## src/rtl/lcd_bcd_counter_n.sv

```systemverilog
// Multi-digit BCD up/down counter driving a static LCD.
// Segments are AC-driven against a square-wave common electrode.
module lcd_bcd_counter_n #(
  parameter int DIGITS    = 2,
  parameter int CNT_LOG2  = 11,
  parameter int DISP_LOG2 = 5
) (
  input  logic                  osc_sclk,
  input  logic                  rst,
  input  logic                  en,
  input  logic                  up,
  input  logic                  load,
  input  logic [4*DIGITS-1:0]   load_val,
  input  logic                  blank_lz,
  output logic                  lcdcom,
  output logic [7*DIGITS-1:0]   lcdseg,
  output logic [4*DIGITS-1:0]   count,
  output logic                  tick,
  output logic                  carry
);

  logic [CNT_LOG2-1:0] presc;
  logic                strobe;
  logic                step;
  logic                rip;
  logic                wrap;
  logic [3:0]          dig;
  logic [4*DIGITS-1:0] cnt_nxt;
  logic [4*DIGITS-1:0] load_bcd;
  logic                zero_hi;
  logic [6:0]          pat;

  assign strobe = &presc;
  assign step   = strobe & en & ~load;

  function automatic logic [6:0] seg7(input logic [3:0] d);
    unique case (d)
      4'd0:    seg7 = 7'b0111111;
      4'd1:    seg7 = 7'b0000110;
      4'd2:    seg7 = 7'b1011011;
      4'd3:    seg7 = 7'b1001111;
      4'd4:    seg7 = 7'b1100110;
      4'd5:    seg7 = 7'b1101101;
      4'd6:    seg7 = 7'b1111101;
      4'd7:    seg7 = 7'b0000111;
      4'd8:    seg7 = 7'b1111111;
      4'd9:    seg7 = 7'b1101111;
      default: seg7 = 7'b0111001;
    endcase
  endfunction

  // Ripple carry/borrow; rip left set means every digit rolled over.
  always_comb begin
    rip     = 1'b1;
    dig     = '0;
    cnt_nxt = count;
    for (int i = 0; i < DIGITS; i++) begin
      dig = count[4*i +: 4];
      if (rip) begin
        if (up) begin
          rip = (dig == 4'd9);
          cnt_nxt[4*i +: 4] = rip ? 4'd0 : dig + 4'd1;
        end else begin
          rip = (dig == 4'd0);
          cnt_nxt[4*i +: 4] = rip ? 4'd9 : dig - 4'd1;
        end
      end
    end
    wrap = rip;
  end

  always_comb begin
    load_bcd = '0;
    for (int i = 0; i < DIGITS; i++) begin
      if (load_val[4*i +: 4] <= 4'd9)
        load_bcd[4*i +: 4] = load_val[4*i +: 4];
    end
  end

  // Walk from the top digit so zero_hi covers this digit and all above.
  always_comb begin
    zero_hi = 1'b1;
    pat     = '0;
    lcdseg  = '0;
    for (int i = DIGITS - 1; i >= 0; i--) begin
      zero_hi = zero_hi & (count[4*i +: 4] == 4'd0);
      if (i != 0 && blank_lz && zero_hi)
        pat = 7'b0000000;
      else
        pat = seg7(count[4*i +: 4]);
      lcdseg[7*i +: 7] = pat ^ {7{lcdcom}};
    end
  end

  always_ff @(posedge osc_sclk or posedge rst) begin
    if (rst) begin
      presc  <= '0;
      lcdcom <= 1'b0;
      count  <= '0;
      tick   <= 1'b0;
      carry  <= 1'b0;
    end else begin
      presc  <= presc + 1'b1;
      lcdcom <= presc[DISP_LOG2];
      tick   <= step;
      carry  <= step & wrap;
      if (load)
        count <= load_bcd;
      else if (step)
        count <= cnt_nxt;
    end
  end

endmodule

```

## config.mk

```make
export PLATFORM = sky130hd
export DESIGN_NAME = lcd_bcd_counter_n
export DESIGN_NICKNAME = d
export VERILOG_FILES = /design/src/rtl/lcd_bcd_counter_n.sv
export SDC_FILE = /design/constraint.sdc
export NUM_CORES = 1
export LEC_CHECK = 0
export CORE_MARGIN = 2
export CORE_UTILIZATION = 40
export DETAILED_ROUTE_END_ITERATION = 8
export DONT_BUFFER_PORTS = 1
export SLEW_MARGIN = 20
export SYNTH_ARGS = -nofsm -noshare
export SYNTH_HDL_FRONTEND = slang
export SYNTH_SLANG_ARGS = --single-unit
```

## constraint.sdc

```tcl
create_clock -name osc_sclk -period 2.5 [get_ports osc_sclk]
set_input_delay 0.75 -clock osc_sclk [delete_from_list [all_inputs] [get_ports osc_sclk]]
set_output_delay 0.75 -clock osc_sclk [all_outputs]
set_load 0.02 [all_outputs]
```

==> results <==
- The total track usage is 16.0%.
- The routed length per placed instance is 14.0 um.
- The clock reaches the later pin of the worst-skew pair after 0.26 ns.
- The number of hold-repair buffers added at the cts stage is 0.
- The floorplan has 24 rows.
- Combinational logic burns 36.4% of the power.
- The core area is ~4400 sq um.
- The required time of the critical path is 1.75 ns.
- The post-synthesis cell type count is 43.
- The tool flagged a number of max-cap violations equal to 0.
- The worst register-to-register path has a depth of 7.
- After routing, the total negative slack on setup checks comes to 0 ns.
- The number of nets produced by synthesis is around 240.
- The clock drives 22 sinks.
- The worst setup path is launched from a flop.
- The root buffer cell is clkbuf_8.
- VDD sags by at most 0.319 mV.
- The routed layout has roughly 1500 vias.
- The nature of the critical path endpoint is a primary output.
- The number of global-route vias before repair came to 1481.
- The leakage component of the power is 0.992 nW.
- In this run the number of H-tree levels came out at 1.
- The slew at the pin closest to its max-slew limit is 0.280 ns.
- The post-layout net count is 265.
- The number of hold violations in the final report was 0.
- The switching part of the total is roughly a third.
- The first global-routing pass estimated 6.69 mm of wire.
- The fill cell instance count of the final layout is between 400 and 500.
- For this block, the routed nets add up to 4.01 mm of wire.
- The number of DRC markers after the initial detailed-route iteration is 95.
- For this design the top-level I/O count stands at 39.
- The post-place setup slack is 0.112 ns.
- The clock input transition at the sequential cells of the worst setup and hold paths is roughly 0.080 ns.
- The run finished with clean final reports.
- The combined area of all synthesized cells is 1820 sq um.
- The die is 71.5 um tall.
- The number of pins exceeding their max-slew limit in the final report was 0.
- Dividing total power by cell area gives a power density of 506 nW/um^2.
- The clock network is responsible for around 29% of the overall power.
- The critical path is of the reg -> out type.
- The capture point of the critical path is lcdseg[9].
- The initial core utilization is 41.6%.
- Relative to the synthesized area, the layout overhead comes to 21.2%.
- The cell count after synthesis is 213.
- In this run the tightest slew margin relative to its limit is between 80% and 90%.
- STA puts the critical path data arrival time at ~1.7 ns.
- The power dissipated by switching net loads is 0.000351 W.
- Of all nets on the critical path, the largest fanout is 7.
- The synthesis-stage register bit count is 22.
- The first-pass iteration count of the detailed router is 4.
- The repair_antennas step left the layout with diodes totalling 0.
- The initial antenna violation count came to 0.
- The startpoint identified for the worst register-to-register timing path is count[0].
- The most instantiated flip-flop cell in the synthesis netlist is dfrtp_1.
- The count of buffers added on input and output ports is 0.
- Derived from the worst setup path, the maximum achievable clock frequency is between 400 and 500 MHz.
- The number of nets still failing antenna checks after routing is 0.
- The share of the clock period used by the worst path after layout is between 90% and 100%.
- In the routed layout, each cell is associated on average with a via count of 5.38.
- The post-detailed-placement half-perimeter wirelength is 2.97 mm.
- The aggregate global routing overflow is 0.
- The tightest hold path in the finished design has a slack of 0.399 ns.
- The sequential share of power is 34.5%.
- The worst hold path belongs to the class in -> async.
- The pin count of the biggest net entering global routing is 23.
- The x dimension of the die is slightly above 70 um.
- Setup repair after global routing could not meet its margin everywhere.
- The total of endpoints with negative setup slack in the final report is 0.
- After detailed routing, the number of remaining DRC violations is 0.
- Of the cells placed in the final design, the portion with a size suffix greater than 1 is ~23%.
- For flop-to-flop paths, the worst setup slack is 0.53 ns.
- The post-place instance area is 2040 sq um.
- Summing the sequential cell areas from Yosys gives 30.2% of the chip area.
- The clock tree from TritonCTS is done.
- The minimum period implied by the final worst setup slack is ~2.5 ns.
- The worst-case clock skew is 0.00826 ns.
- Once routing completed, OpenROAD measured the worst setup slack at roughly 0.031 ns.
- In this run, synthesis inferred 0 flip-flops with an integrated enable.
- At the end of routability-driven placement, the weighted congestion stood at 0.820.
- The proportion of register bits with asynchronous set or reset after synthesis is 100%.
- Cell internal power was estimated by the tool at between 0.0007 and 0.0008 W.
- The post-route cell area is 2210 sq um.
- The terminus of the critical flop-to-flop path is carry.
- In this run the deepest clock path goes through 2 buffers.
- The floorplan step defined a die boundary enclosing just over 5000 sq um.
- The CTS buffer count is 3.
- A synthesized cell averages 8.55 sq um.
- The critical path launch point is count[4].
- The count of warnings emitted by yosys is 0.
-- power groups by stage --
stage / Clock [W] / Sequential (W) / Combinational, W
after floorplan: 0 / 0.000403 / 0.000255
after global placement: 0 / 0.000387 / 0.000373
after detailed placement: 0 / 0.000387 / 0.000374
after CTS: 0.000337 / 0.000384 / 0.000396
after global routing: 0.000347 / 0.000388 / 0.000446
final: 0.000326 / 0.000386 / 0.000407
-- stage by stage --
step	utilization (%)	total power [W]	cells
finish	50.4	0.00112	287
global route	50.4	0.00118	287
floorplan	-	0.000658	213
detailed placement	46.5	0.000761	280
global placement	46.5	0.000760	280
CTS	49.5	0.00112	285
-- how the worst min path moves through the flow --
stage,cells after the start,to,slack (ns),from
floorplan,0,lcdcom,0.42,presc[5]
global placement,0,lcdcom,0.45,presc[5]
detailed placement,1,presc[10],0.46,presc[10]
CTS,2,count[0],0.41,rst
global route,2,count[0],0.43,rst
finish,2,count[0],0.40,rst
-- layout make-up --
class                   count  area (sq um)  area share (%)
clock buffers               3          41.3            1.87
clock inverters             1          30.0            1.36
inverters                  13          53.8            2.44
multi-input cells         166          1220            55.4
flip-flops and latches     22           556            25.2
well taps                  52          65.1            2.95
repair buffers             30           240            10.9
-- routing by layer --
metal | global-route usage (%) | up-vias | part of all wire (%) | wire length (um)
met2 | 25.4 | 32 | 47 | 1870
met5 | 0 | - | 0 | 0
met1 | 21.5 | 725 | 47 | 1860
met4 | 5.24 | 0 | 0.47 | 19
met3 | 3.94 | 2 | 6.4 | 257
li1 | - | 784 | - | -
-- registers in the layout, summed over array words and instances, names as in the netlist --
name    cells
presc      11
count       8
tick        1
carry       1
lcdcom      1
-- synth_stat cells, types with 2 or more instances --
cell	n	area share (%)
nand2_1	12	2.5
o21ai_0	17	4.7
o22ai_1	6	2.1
clkbuf_1	7	1.4
buf_2	2	0.55
xor2_1	8	3.8
nand3b_1	2	0.82
ha_1	15	10
a21oi_1	12	3.3
mux2i_1	6	3.3
nor2b_1	7	2.4
nand2b_1	6	2.1
xnor2_1	18	8.7
o31ai_1	3	1.2
inv_1	13	2.7
a31oi_1	2	0.69
nor2_1	13	2.7
nand3_1	11	3.0
and3_1	4	1.4
dfrtp_1	22	30
and2_1	2	0.69
nor3_1	3	0.82
and4_1	2	0.96
-- cell usage in the layout, fill, tap and decap left out, drive strengths merged, types with 2 or more instances in the layout --
cell    count
a21oi      13
a31oi       2
and2        2
and3        4
and4        2
buf        30
clkbuf      3
dfrtp      22
ha         15
inv        13
mux2i       6
nand2      12
nand2b      6
nand3      11
nand3b      2
nor2       13
nor2b       7
nor3        3
o21ai      17
o22ai       6
o31ai       3
xnor2      18
xor2        8
-- repair_timing --
item                       CTS  global route
gates resized for setup     22             9
buffers inserted             1             2
pin swaps                    1             4
setup endpoints to repair    8            12
-- worst max-delay path, stage by stage (launching register included) --
cell and delay [ns]:
dfrtp_2 0.44, inv_4 0.09, ha_4 0.15, nand2b_4 0.05
nand3b_1 0.27, o21ai_1 0.18, xnor2_1 0.13, buf_4 0.16
-- logic make-up after synthesis --
| group | after synthesis | share of synthesized area [%] |
|---|---|---|
| DFF | 22 | 30.2 |
| and+or+nand+nor | 66 | 18.8 |
| AOI/OAI and AO/OA | 52 | 17.7 |
| adders and majority gates | 15 | 10.3 |
| muxes | 7 | 4.53 |
| xor gates and xnor gates | 26 | 12.5 |
| buffers and inverters | 25 | 5.98 |
(Power assumes the default switching activity.)
